## src/rtl/fft_consts.sv

```systemverilog
// Shared constants and types for the radix-2 FFT datapath.
// Holds the write-back FIFO entry layout and write-back FSM state encoding.
package fft_consts;

  // log2 of the transform size; also the memory address width
  localparam int N_LOG2 = 3;

  // issued-but-unwritten butterflies held by the write-back path
  localparam int WB_FIFO_DEPTH = 8;

  // one issued butterfly as captured at read time
  typedef struct packed {
    logic [N_LOG2-1:0] addr_a;
    logic [N_LOG2-1:0] addr_b;
    logic [N_LOG2-1:0] stage;
    logic              bank;
  } wb_entry_t;

  // write-back controller states
  typedef enum logic [1:0] {
    WB_IDLE   = 2'd0,
    WB_ACTIVE = 2'd1,
    WB_DONE   = 2'd2
  } wb_state_t;

endpackage

```

## src/rtl/wb_addr_fifo.sv

```systemverilog
// Synchronous FIFO for issued butterfly descriptors.
// Head word is visible combinationally so a pop can be used in the same cycle.
// full/empty come from the occupancy counter; pointers wrap modulo DEPTH,
// so DEPTH need not be a power of two.
module wb_addr_fifo #(
  parameter int DEPTH = 8,
  parameter int DW    = 10,
  parameter int LVL_W = $clog2(DEPTH + 1)
) (
  input  logic             clk,
  input  logic             rst,
  input  logic             clr,
  input  logic             push,
  input  logic             pop,
  input  logic [DW-1:0]    din,
  output logic [DW-1:0]    dout,
  output logic [LVL_W-1:0] level,
  output logic             full,
  output logic             empty
);

  localparam int PTR_W = (DEPTH > 1) ? $clog2(DEPTH) : 1;
  localparam logic [PTR_W-1:0] PTR_LAST = PTR_W'(DEPTH - 1);
  localparam logic [LVL_W-1:0] LVL_FULL = LVL_W'(DEPTH);

  logic [DW-1:0]    mem_r [DEPTH];
  logic [PTR_W-1:0] wr_ptr_r;
  logic [PTR_W-1:0] rd_ptr_r;
  logic [LVL_W-1:0] level_r;

  // advance a pointer, wrapping from DEPTH-1 back to zero
  function automatic logic [PTR_W-1:0] ptr_next(input logic [PTR_W-1:0] p);
    if (p == PTR_LAST) begin
      return {PTR_W{1'b0}};
    end else begin
      return p + PTR_W'(1);
    end
  endfunction

  // storage array: written on push, no reset needed since level gates reads
  always_ff @(posedge clk) begin
    if (push) begin
      mem_r[wr_ptr_r] <= din;
    end
  end

  // pointers and occupancy; reset and clear both empty the FIFO
  always_ff @(posedge clk) begin
    if (rst || clr) begin
      wr_ptr_r <= {PTR_W{1'b0}};
      rd_ptr_r <= {PTR_W{1'b0}};
      level_r  <= {LVL_W{1'b0}};
    end else begin
      if (push) begin
        wr_ptr_r <= ptr_next(wr_ptr_r);
      end
      if (pop) begin
        rd_ptr_r <= ptr_next(rd_ptr_r);
      end
      case ({push, pop})
        2'b10:   level_r <= level_r + LVL_W'(1);
        2'b01:   level_r <= level_r - LVL_W'(1);
        default: level_r <= level_r;
      endcase
    end
  end

  assign dout  = mem_r[rd_ptr_r];
  assign level = level_r;
  assign full  = (level_r == LVL_FULL);
  assign empty = (level_r == {LVL_W{1'b0}});

endmodule

```

## src/rtl/fft_wb_addr_gen.sv

```systemverilog
// Write-back address generator for the in-place radix-2 FFT.
// Captures each issued butterfly, replays its addresses when the BFU result
// arrives, and writes into the bank opposite the one it was read from.
// Tracks writes per stage and signals stage / transform completion.
module fft_wb_addr_gen #(
  parameter int N_LOG2     = fft_consts::N_LOG2,
  parameter int FIFO_DEPTH = fft_consts::WB_FIFO_DEPTH,
  parameter int LVL_W      = $clog2(FIFO_DEPTH + 1)
) (
  input  logic              clk,
  input  logic              rst,
  input  logic              start,
  input  logic              iss_valid,
  input  logic [N_LOG2-1:0] iss_addr_a,
  input  logic [N_LOG2-1:0] iss_addr_b,
  input  logic [N_LOG2-1:0] iss_stage,
  input  logic              iss_bank,
  input  logic              bfu_valid,
  output logic              wr_en,
  output logic [N_LOG2-1:0] wr_addr_a,
  output logic [N_LOG2-1:0] wr_addr_b,
  output logic              wr_bank,
  output logic [N_LOG2-1:0] wr_stage,
  output logic              stage_done,
  output logic              xform_done,
  output logic              ovf_err,
  output logic              unf_err,
  output logic [LVL_W-1:0]  fifo_level
);

  import fft_consts::*;

  // same layout as wb_entry_t, but sized by this instance's N_LOG2
  typedef struct packed {
    logic [N_LOG2-1:0] addr_a;
    logic [N_LOG2-1:0] addr_b;
    logic [N_LOG2-1:0] stage;
    logic              bank;
  } entry_t;

  localparam int ENTRY_W = $bits(entry_t);

  localparam logic [1:0] ST_IDLE   = WB_IDLE;
  localparam logic [1:0] ST_ACTIVE = WB_ACTIVE;
  localparam logic [1:0] ST_DONE   = WB_DONE;

  // last write index within a stage (N/2-1) and index of the final stage
  localparam logic [N_LOG2-1:0] LAST_WR = N_LOG2'((1 << (N_LOG2 - 1)) - 1);
  localparam logic [N_LOG2-1:0] LAST_ST = N_LOG2'(N_LOG2 - 1);

  logic [1:0]        state_r;
  logic [N_LOG2-1:0] wr_cnt_r;
  logic [N_LOG2-1:0] st_cnt_r;
  logic              ovf_err_r;
  logic              unf_err_r;
  logic              stage_done_r;
  logic              xform_done_r;

  logic   active_s;
  logic   enter_s;
  logic   pop_s;
  logic   push_s;
  logic   last_s;
  logic   full_s;
  logic   empty_s;
  entry_t push_entry_s;
  entry_t head_s;

  // control decode: FIFO handshakes and end-of-stage detection
  always_comb begin
    active_s = (state_r == ST_ACTIVE);
    enter_s  = start && !active_s;
    pop_s    = active_s && bfu_valid && !empty_s;
    // a pop in the same cycle frees the slot the push needs
    push_s   = active_s && iss_valid && (!full_s || pop_s);
    last_s   = pop_s && (wr_cnt_r == LAST_WR);
    push_entry_s.addr_a = iss_addr_a;
    push_entry_s.addr_b = iss_addr_b;
    push_entry_s.stage  = iss_stage;
    push_entry_s.bank   = iss_bank;
  end

  wb_addr_fifo #(
    .DEPTH (FIFO_DEPTH),
    .DW    (ENTRY_W),
    .LVL_W (LVL_W)
  ) u_fifo (
    .clk   (clk),
    .rst   (rst),
    .clr   (enter_s),
    .push  (push_s),
    .pop   (pop_s),
    .din   (push_entry_s),
    .dout  (head_s),
    .level (fifo_level),
    .full  (full_s),
    .empty (empty_s)
  );

  // write port: zero-latency from bfu_valid, forced to zero when idle
  always_comb begin
    wr_en = pop_s;
    if (pop_s) begin
      wr_addr_a = head_s.addr_a;
      wr_addr_b = head_s.addr_b;
      wr_stage  = head_s.stage;
      wr_bank   = ~head_s.bank;
    end else begin
      wr_addr_a = {N_LOG2{1'b0}};
      wr_addr_b = {N_LOG2{1'b0}};
      wr_stage  = {N_LOG2{1'b0}};
      wr_bank   = 1'b0;
    end
  end

  // controller FSM: start is only honoured outside ACTIVE
  always_ff @(posedge clk) begin
    if (rst) begin
      state_r <= ST_IDLE;
    end else begin
      case (state_r)
        ST_IDLE: begin
          if (start) state_r <= ST_ACTIVE;
        end
        ST_ACTIVE: begin
          if (last_s && (st_cnt_r == LAST_ST)) state_r <= ST_DONE;
        end
        ST_DONE: begin
          if (start) state_r <= ST_ACTIVE;
        end
        default: state_r <= ST_IDLE;
      endcase
    end
  end

  // write and stage counters; the stage counter holds on the final stage
  always_ff @(posedge clk) begin
    if (rst || enter_s) begin
      wr_cnt_r <= {N_LOG2{1'b0}};
      st_cnt_r <= {N_LOG2{1'b0}};
    end else if (last_s) begin
      wr_cnt_r <= {N_LOG2{1'b0}};
      if (st_cnt_r != LAST_ST) begin
        st_cnt_r <= st_cnt_r + N_LOG2'(1);
      end
    end else if (pop_s) begin
      wr_cnt_r <= wr_cnt_r + N_LOG2'(1);
    end
  end

  // sticky overflow / underflow flags, cleared when a transform begins
  always_ff @(posedge clk) begin
    if (rst || enter_s) begin
      ovf_err_r <= 1'b0;
      unf_err_r <= 1'b0;
    end else if (active_s) begin
      if (iss_valid && full_s && !pop_s) ovf_err_r <= 1'b1;
      if (bfu_valid && empty_s)          unf_err_r <= 1'b1;
    end
  end

  // completion status: one-cycle stage pulse, transform level held until start
  always_ff @(posedge clk) begin
    if (rst) begin
      stage_done_r <= 1'b0;
      xform_done_r <= 1'b0;
    end else begin
      stage_done_r <= last_s;
      if (enter_s) begin
        xform_done_r <= 1'b0;
      end else if (last_s && (st_cnt_r == LAST_ST)) begin
        xform_done_r <= 1'b1;
      end
    end
  end

  assign stage_done = stage_done_r;
  assign xform_done = xform_done_r;
  assign ovf_err    = ovf_err_r;
  assign unf_err    = unf_err_r;

endmodule

```

## config.mk

```make
export PLATFORM = sky130hd
export DESIGN_NAME = fft_wb_addr_gen
export DESIGN_NICKNAME = d
export VERILOG_FILES = /design/src/rtl/fft_consts.sv /design/src/rtl/wb_addr_fifo.sv /design/src/rtl/fft_wb_addr_gen.sv
export SDC_FILE = /design/constraint.sdc
export NUM_CORES = 1
export LEC_CHECK = 0
export BUFFER_PORTS_ARGS = -buffer_cell sky130_fd_sc_hd__buf_4
export CORE_MARGIN = 3
export CORE_UTILIZATION = 47
export CTS_CLUSTER_DIAMETER = 50
export DETAILED_ROUTE_END_ITERATION = 16
export GPL_ROUTABILITY_DRIVEN = 0
export GPL_TIMING_DRIVEN = 0
export PLACE_DENSITY = 0.65
export RECOVER_POWER = 100
export SYNTH_ARGS = -nofsm -noshare
export SYNTH_HDL_FRONTEND = slang
export SYNTH_SLANG_ARGS = --single-unit
```

## constraint.sdc

```tcl
create_clock -name clk -period 2.75 [get_ports clk]
set_clock_uncertainty 0.15 [all_clocks]
set_input_delay 0.1375 -clock clk [delete_from_list [all_inputs] [get_ports clk]]
set_output_delay 0.1375 -clock clk [all_outputs]
set_load 0.02 [all_outputs]
```

==> impl_metrics.csv, run 1 <==
group,metric,value,unit
outcome,status,"finished clean",
clocking,numCtsBuffers,9,
synthesis,synth_top_family_by_area,"multiplexers",
floorplanning,die_y,102,um
finish,final_area,4970,um^2
critical_path,path_class,"flop to flop",
placement,post_dp_cell_area,4800,um^2
finish,multi_input_area,1330,um^2
global_route,grt_pass1_wl,12.4,mm
synthesis,muxShareOfSynthArea,0.135,
floorplanning,dieArea,10400,um^2
timing,max_slew_margin,0.212,
clocking,clock_latency,0.36,ns
global_route,grt-ovfl-total,0,
floorplanning,start_util,0.490,
flow_run,max_cap_violations,0,
clocking,clk_pin_slew,0.10,ns
synthesis,yosysTopAreaCell,"edfxtp_1",
critical_path,cp-end-kind,"flop",
synthesis,synth_compound_area_frac,0.0430,
timing,fin_crit_sh,0.920,
placement,portBuffers,33,
clocking,root_buffer,"clkbuf_8",
global_route,track_usage,0.163,
floorplanning,fp.dieW,102,um
synthesis,synth-simple-area-share,0.104,
placement,dp_slack,0.158,ns
finish,area.growth.synth_to_final,14.8,%
floorplanning,coreArea,8850,um^2
synthesis,synthCells,272,
synthesis,ys.flop_type,"edfxtp_1",
routing,first_pass_iters,4,
timing,finalWorstSetupSlack,0.219,ns
finish,drive_gt1_frac,0.174,
synthesis,synth_seq_area_share,0.670,
timing,layout_min_cycle_time,2.53,ns
synthesis,synth_area,4330,um^2
clocking,clock-sinks,105,
routing,drcViolationCount,0,
floorplanning,ios,34,
synthesis,synth-edff-count,80,
finish,diodes,0,
floorplanning,rows,34,
global_route,grt_pass1_vias,2410,
timing,maxSlewViolCount,0,
finish,n_fill_cell,721,
synthesis,async_flop_share,0,
synthesis,synth_cell_types,43,
timing,fmaxAchievable,395,MHz
finish,layout.nets,358,
global_route,grt_max_degree,20,
placement,dp_cells,418,
critical_path,critPathLaunchType,"flop",
power_and_ir_drop,p_total,2.80,mW
timing,setup_viol,0,
synthesis,synth.most_common_cell,"edfxtp_1",
finish,post_layout_nonfiller_instances,447,
power_and_ir_drop,p_leak,1.62,nW
routing,vias,2420,
timing,final_hold_viol_count,0,
synthesis,synth-seq-cells,105,
routing,routed_via_density,5.41,
routing,dr.first_iter.drc_count,81,
synthesis,synth.top_cells.by_area,"edfxtp_1 55%, dfxtp_1 12%, mux4_2 10%",
placement,dp_hpwl,5.09,mm
clocking,cts_resized,0,
critical_path,critPathMaxFanout,10,
synthesis,synth_area_per_cell,15.9,um^2
synthesis,yosysTopAreaCellShare,0.555,
worst_hold_path,hp-class,"input port to flop",
clocking,clockBufferDepth,2,
synthesis,synth_warnings,0,
routing,wl,7.75,mm
routing,antenna_left,0,
global_route,antenna_found_initial,0,
finish,seqCellArea,2900,um^2
clocking,h-tree-depth,3,
timing,whs,0.110,ns
synthesis,synthTopCellsByCount,"80 x edfxtp_1, 25 x dfxtp_1, 20 x mux4_2",
synthesis,syn-num-nets,296,
routing,wl_per_cell,17.3,um
critical_path,arrival,2.36,ns
timing,tightest_slew,1.17,ns
power_and_ir_drop,p_per_area,562,nW/um^2
clocking,cts_tree,"done",
critical_path,worstPathRequired,2.58,ns
synthesis,synthAdderAreaFrac,0.0260,
power_and_ir_drop,peakVddDrop,0.000320,V
timing,grt_setup_unrepaired,"false",
synthesis,yosys.area_share.xor_xnor,0.00202,
path summary, 6_finish.rpt:
check / cells past startpoint / from / slack [ns] / endpoint
min: 5 / bfu_valid / 0.11 / u_fifo.level[1]
max: 4 / u_fifo.level[0] / 0.22 / u_fifo.mem_r[7][0]
min reg2reg: 2 / xform_done / 0.31 / xform_done
max reg2reg: 4 / u_fifo.level[0] / 0.22 / u_fifo.mem_r[7][0]
metrics by stage:
| stage | setup TNS, ns | utilization |
|---|---|---|
| after floorplan | 0 | - |
| after global placement | -14.24 | 0.533 |
| after detailed placement | 0 | 0.542 |
| after CTS | 0 | 0.580 |
| after global routing | 0 | 0.562 |
| final | 0 | 0.562 |
cells in the final DEF (no fill, tap or decap), types with 3 or more instances in the layout:
cell | synthesis | routed
dlygate4sd3_1 | 0 | 13
edfxtp_1 | 80 | 80
inv_1 | 5 | 6
nor3_1 | 6 | 6
dfxtp_1 | 25 | 25
inv_6 | 0 | 3
mux4_2 | 20 | 20
a21oi_1 | 17 | 17
buf_6 | 3 | 5
nor2_1 | 19 | 19
nand2_1 | 19 | 20
buf_4 | 0 | 6
mux2i_1 | 12 | 12
nand2b_1 | 7 | 7
clkbuf_8 | 0 | 9
nand3b_1 | 3 | 3
ha_1 | 9 | 9
nand3_1 | 3 | 3
clkbuf_1 | 5 | 33
or3_1 | 4 | 4
cell families (layout without fill, tap and decap cells):
group,after synthesis,count (layout)
compound gates,29,29
xor+xnor,1,1
fa+ha+maj,9,9
buf+inv,16,83
flops,105,105
mux,33,33
simple gates,79,79
metal layers:
metal | track usage | up-vias | wire length (um)
met2 | 0.271 | 63 | 3810
li1 | - | 1175 | -
met5 | 0 | - | 0
met4 | 0.0636 | 0 | 150
met1 | 0.205 | 1169 | 3460
met3 | 0.0410 | 13 | 338
worst max-delay path: stages (launching register included):
cell	delay, ns
dfxtp_1	0.57
or3_4	0.23
o21a_1	0.17
nand2_1	0.11
nor2_1	0.91
flip-flops by register name, indices dropped and copies added (netlist names), named ones only:
signal / flops
u_fifo.rd_ptr_r: 3
unf_err: 1
xform_done: 1
u_fifo.wr_ptr_r: 3
state_r: 2
stage_done: 1
ovf_err: 1
u_fifo.mem_r: 80
st_cnt_r: 3
u_fifo.level: 4
wr_cnt_r: 3
final cells by class:
class	count	share of cell area
Sequential cell	105	0.584
Clock inverter	7	0.0169
Timing Repair Buffer	51	0.0629
Tap cell	108	0.0272
Clock buffer	9	0.0249
Multi-Input combinational cell	151	0.267
Inverter	6	0.00453
Buffer	10	0.0126
power by group:
| group | internal (mW) | switching (mW) | total, mW |
|---|---|---|---|
| Clock | 0.438 | 0.533 | 0.971 |
| Combinational | 0.0466 | 0.0585 | 0.105 |
| Sequential | 1.71 | 0.00785 | 1.72 |
repair_timing:
item,in CTS,in global routing
setup buffers,0,0
endpoints found under the hold margin,85,0
hold buffers,13,0
(Power assumes the default switching activity.)
==> inputs of run 2 (changes only) <==
--- a/config.mk
+++ b/config.mk
@@ -6,6 +6,7 @@
 export NUM_CORES = 1
 export LEC_CHECK = 0
 export BUFFER_PORTS_ARGS = -buffer_cell sky130_fd_sc_hd__buf_4
+export CAP_MARGIN = 0
 export CORE_MARGIN = 3
 export CORE_UTILIZATION = 47
 export CTS_CLUSTER_DIAMETER = 50
==> constraint.sdc (replaced) <==
create_clock -name clk -period 2.75 [get_ports clk]
set_clock_uncertainty 0.15 [all_clocks]
set_input_delay 0.55 -clock clk [delete_from_list [all_inputs] [get_ports clk]]
set_output_delay 0.55 -clock clk [all_outputs]
set_load 0.02 [all_outputs]
==> run 2 against run 1 <==
Against the previous run:
- critical path type is now flop to output port
- critical endpoint is now wr_bank
- register-to-register slack about the same
- worst setup slack worse by 0.094 ns
- count of clock-buffer cells in the layout unchanged
==> impl_metrics.csv, run 2 (synthesis results as in run 1) <==
group,metric,value,unit
clocking,h-tree-depth,3,
finish,final_common_cell,"edfxtp_1",
flow_run,max_cap_violations,0,
clocking,hold_buffers,0,
finish,final_cell_mix,"80 x edfxtp_1, 23 x dfxtp_1, 22 x clkbuf_1",
global_route,antenna_found_initial,0,
critical_path,critPathMaxFanout,19,
timing,fmaxAchievable,381,MHz
critical_path,r2r_start,"u_fifo.level[2]",
finish,largest_reg_flops,80,
routing,wl_per_cell,17.7,um
clocking,clock_latency,0.36,ns
timing,maxSlewViolCount,0,
critical_path,cp.buffers_inverters,3,
critical_path,critPathLaunchType,"flop",
power_and_ir_drop,p_per_area,571,nW/um^2
timing,fin_crit_sh,0.954,
finish,final_area,4870,um^2
floorplanning,die_y,102,um
critical_path,worstPathRequired,2.05,ns
floorplanning,start_util,0.490,
worst_hold_path,min-delay-start,"rst",
placement,portBuffers,33,
floorplanning,coreArea,8850,um^2
critical_path,cp_slowest_cell,"or4_4",
floorplanning,rows,34,
outcome,status,"finished clean",
critical_path,cp-end-kind,"output port",
routing,routed_via_density,5.48,
placement,post_dp_cell_area,4800,um^2
finish,finish.utilization,0.551,
worst_hold_path,hp-class,"input port to flop",
floorplanning,dieArea,10400,um^2
power_and_ir_drop,p_total,2.78,mW
floorplanning,ios,34,
global_route,grt-ovfl-total,0,
routing,vias,2372,
power_and_ir_drop,peakVddDrop,0.000315,V
clocking,clockBufferDepth,2,
clocking,clock-sinks,105,
finish,n_fill_cell,737,
timing,setup_viol,0,
clocking,root_buffer,"clkbuf_8",
critical_path,crit_family,"simple AND/OR/NAND/NOR gates",
critical_path,arrival,1.92,ns
critical_path,startpoint,"u_fifo.level[1]",
power_and_ir_drop,p_leak,1.60,nW
finish,seqCellArea,2910,um^2
timing,max_slew_margin,0.203,
routing,antenna_left,0,
timing,tightest_slew,1.19,ns
clocking,numCtsBuffers,9,
global_route,grt_max_degree,20,
floorplanning,fp.dieW,102,um
clocking,clk_pin_slew,0.10,ns
clocking,cts_tree,"done",
routing,dr.first_iter.drc_count,84,
global_route,track_usage,0.161,
routing,first_pass_iters,4,
critical_path,path_cells,"buf_6 -> or4_4 -> nand2_2 -> buf_8 -> a211oi_2 -> buf_4",
finish,layout.nets,344,
critical_path,max_stage_delay,0.55,ns
routing,wl,7.65,mm
timing,layout_min_cycle_time,2.62,ns
critical_path,path_class,"flop to output port",
global_route,grt_pass1_vias,2333,
finish,diodes,0,
finish,area.growth.synth_to_final,12.5,%
timing,final_hold_viol_count,0,
finish,largest_register,"u_fifo.mem_r",
critical_path,ff2ff_setup_slack,0.22,ns
global_route,grt_pass1_wl,12.2,mm
placement,dp_hpwl,5.09,mm
finish,multi_input_area,1330,um^2
timing,grt_setup_unrepaired,"false",
finish,drive_gt1_frac,0.225,
routing,drcViolationCount,0,
## run 2: worst paths after layout
path | cells after the start | endpoint
hold / removal | 2 | state_r[1]
setup reg to reg | 4 | u_fifo.mem_r[0][1]
setup / recovery | 6 | wr_bank
hold reg to reg | 2 | xform_done
## run 2: final cells by class
type                    count  area share
well taps                 108      0.0277
plain buffers               9      0.0154
multi-input cells         151       0.273
flip-flops and latches    105       0.596
repair buffers             38      0.0403
clock inverters             7      0.0172
inverters                   6     0.00462
clock buffers               9      0.0254
## run 2: repair_timing
item / in CTS / in global routing
setup buffers: 0 / 0
resized for setup: 5 / 5
endpoints found under the setup margin: 10 / 1
## run 2: through the flow
stage          worst slack [ns]  std cells  TNS (ns)  hold WS, ns
2_1_floorplan             0.240        272         0        0.282
3_3_place_gp             -0.840        413    -20.13        0.288
3_5_place_dp             0.0275        418         0        0.306
4_1_cts                 0.00878        433         0        0.197
5_1_grt                  0.0164        433         0        0.200
6_report                  0.125        433         0        0.220
## run 2: layer usage
layer  share of wire  track usage  vias up
met5               0            0        -
met4           0.014       0.0636        0
met3           0.049       0.0403        9
met2            0.51        0.269       55
met1            0.43        0.201     1163
li1                -            -     1145
## run 2: where the power goes
| part | total (mW) | switching [mW] | internal [mW] |
|---|---|---|---|
| Combinational | 0.0927 | 0.0562 | 0.0365 |
| Clock | 0.970 | 0.531 | 0.438 |
| Sequential | 1.72 | 0.00791 | 1.71 |
| Total | 2.78 | 0.595 | 2.19 |
==> inputs of run 3 (changes only) <==
--- a/config.mk
+++ b/config.mk
@@ -5,6 +5,7 @@
 export SDC_FILE = /design/constraint.sdc
 export NUM_CORES = 1
 export LEC_CHECK = 0
+export ABC_AREA = 1
 export BUFFER_PORTS_ARGS = -buffer_cell sky130_fd_sc_hd__buf_4
 export CAP_MARGIN = 0
 export CORE_MARGIN = 3
==> run 3 against run 2 <==
Against the previous run:
- clock power decreased by 4.8%
- die area increased by 1.1%
- wire length increased by 25%
- count of clock-buffer cells in the layout increased by 2
- fmax decreased by 1.4%
- sequential power about the same
- core utilization about the same
- register-to-register slack got worse by 0.11 ns
- critical path type unchanged
- total power increased by 3.5%
==> impl_metrics.csv, run 3 <==
group,metric,value,unit
timing,fin_crit_sh,0.968,
synthesis,synthAdderAreaFrac,0.0257,
synthesis,synthTopCellsByCount,"80 x edfxtp_1, 75 x nor2_1, 48 x o21ai_0",
finish,area.growth.synth_to_final,11.7,%
critical_path,critPathLaunchType,"flop",
global_route,grt_max_degree,17,
synthesis,synth-edff-count,80,
synthesis,synthCells,390,
synthesis,synth_top_family_by_area,"simple AND/OR/NAND/NOR gates",
routing,first_pass_iters,5,
routing,wl_per_cell,17.5,um
synthesis,syn-num-nets,414,
timing,max_slew_margin,0.244,
global_route,grt_pass1_wl,15.3,mm
critical_path,critPathMaxFanout,10,
power_and_ir_drop,p_leak,1.77,nW
synthesis,synth_area,4380,um^2
finish,post_layout_nonfiller_instances,547,
timing,grt_setup_unrepaired,"true",
critical_path,cp-end-kind,"output port",
global_route,top_usage_layer,"met2",
global_route,grt_use_met2,0.317,
power_and_ir_drop,peakVddDrop,0.000281,V
clocking,numCtsBuffers,9,
finish,diodes,0,
synthesis,synth-simple-area-share,0.141,
placement,dp_hpwl,6.12,mm
clocking,h-tree-depth,3,
placement,portBuffers,33,
routing,wl,9.59,mm
timing,layout_min_cycle_time,2.66,ns
floorplanning,coreArea,8890,um^2
global_route,track_usage,0.198,
finish,drive_gt1_frac,0.159,
timing,whs,0.217,ns
global_route,grt_pass1_vias,2918,
critical_path,worstPathRequired,2.05,ns
timing,tightest_slew,1.13,ns
finish,final_cell_mix,"80 x edfxtp_1, 72 x nor2_1, 48 x o21ai_0",
timing,final_hold_viol_count,0,
routing,drcViolationCount,0,
finish,layout.nets,458,
synthesis,synth_compound_area_frac,0.126,
global_route,use_met1,0.264,
finish,largest_reg_flops,80,
clocking,clock-sinks,105,
global_route,grt-ovfl-total,0,
floorplanning,ios,34,
synthesis,synth.most_common_cell,"edfxtp_1",
synthesis,synth-seq-cells,105,
synthesis,yosysTopAreaCell,"edfxtp_1",
flow_run,max_cap_violations,0,
finish,final_common_cell,"edfxtp_1",
synthesis,yosysTopAreaCellShare,0.548,
floorplanning,start_util,0.493,
clocking,clockBufferDepth,2,
critical_path,max_stage_delay,0.45,ns
clocking,clock_latency,0.36,ns
global_route,met3_usage,0.0521,
critical_path,cp_slowest_cell,"clkbuf_1",
synthesis,yosys.area_share.xor_xnor,0.00400,
synthesis,async_flop_share,0,
timing,setup_tns,0,ns
synthesis,synth.top_cells.by_area,"edfxtp_1 55%, dfxtp_1 11%, nor2_1 6.4%",
finish,finish.utilization,0.550,
synthesis,synth_cell_types,38,
synthesis,synth_seq_area_share,0.663,
finish,multi_input_area,1300,um^2
clocking,cts_tree,"done",
critical_path,path_cells,"inv_1 -> clkbuf_1 -> o21ai_0 -> a31oi_1 -> buf_2",
power_and_ir_drop,p_total,2.88,mW
timing,maxSlewViolCount,0,
floorplanning,die_y,103,um
floorplanning,dieArea,10500,um^2
clocking,hold_buffers,0,
floorplanning,rows,34,
critical_path,path_class,"flop to output port",
critical_path,arrival,1.96,ns
clocking,root_buffer,"clkbuf_8",
routing,routed_via_density,5.46,
placement,dp_cells,531,
floorplanning,fp.dieW,103,um
global_route,antenna_found_initial,0,
clocking,clk_pin_slew,0.08,ns
timing,setup_viol,0,
synthesis,muxShareOfSynthArea,0,
finish,n_fill_cell,768,
synthesis,synth_area_per_cell,11.2,um^2
routing,dr.first_iter.drc_count,204,
finish,largest_register,"u_fifo.mem_r",
critical_path,cp.buffers_inverters,3,
timing,fmaxAchievable,376,MHz
critical_path,crit_family,"buffers and inverters",
routing,antenna_left,0,
finish,seqCellArea,2910,um^2
synthesis,ys.flop_type,"edfxtp_1",
power_and_ir_drop,p_per_area,589,nW/um^2
routing,vias,2988,
worst_hold_path,hp-class,"input port to flop",
synthesis,synth_warnings,0,
outcome,status,"finished clean",
-- run 3: cell types whose count changed after synthesis, moves of 9 or more --
cell     change
mux2i_1     -12
o21ai_0     +47
inv_1       +19
nand2_1     +10
mux4_2      -20
nor2_1      +56
o22ai_1      +9
a31oi_1     +11
-- run 3: path summary, 6_finish.rpt --
kind	startpoint	to	slack [ns]	cells after the start
max	flop	wr_stage[2]	0.09	5
min	rst	state_r[0]	0.22	2
max reg2reg	u_fifo.level[0]	u_fifo.mem_r[2][8]	0.11	9
min reg2reg	xform_done	xform_done	0.31	2
-- run 3: area by class of cell --
| type | instances | area share |
|---|---|---|
| plain buffers | 16 | 0.0176 |
| clock buffers | 11 | 0.0268 |
| clock inverters | 5 | 0.0115 |
| inverters | 29 | 0.0228 |
| multi-input cells | 240 | 0.266 |
| flip-flops and latches | 105 | 0.594 |
| well taps | 108 | 0.0276 |
| repair buffers | 33 | 0.0335 |
-- run 3: per-stage QoR --
step,cell area [um^2],setup slack (ns)
after floorplan,4380,0.410
after global placement,4760,-0.173
after detailed placement,4760,-0.239
after CTS,4960,0.000342
after global routing,4890,-0.0676
final,4890,0.0886
-- run 3: logic make-up after synthesis --
kind of cell,after synthesis
adders and majority gates,9
buffers and inverters,45
AOI/OAI and AO/OA,98
xor gates and xnor gates,2
and+or+nand+nor,131
DFF,105
-- run 3: per-layer routing --
layer | routed length [um] | part of all wire
met5 | 0 | 0
met1 | 4340 | 0.45
met4 | 155 | 0.016
met2 | 4540 | 0.47
met3 | 546 | 0.057
-- run 3: where the power goes --
part	switching (mW)	leakage (nW)	total (mW)	internal, mW
logic	0.149	0.755	0.215	0.0662
registers	0.0159	0.925	1.74	1.73
clock network	0.502	0.0933	0.923	0.421
total	0.667	1.77	2.88	2.21
-- run 3: repair_timing --
action | CTS | global route
resized for setup | 6 | 18
buffers inserted | 0 | 0
endpoints found under the setup margin | 37 | 56
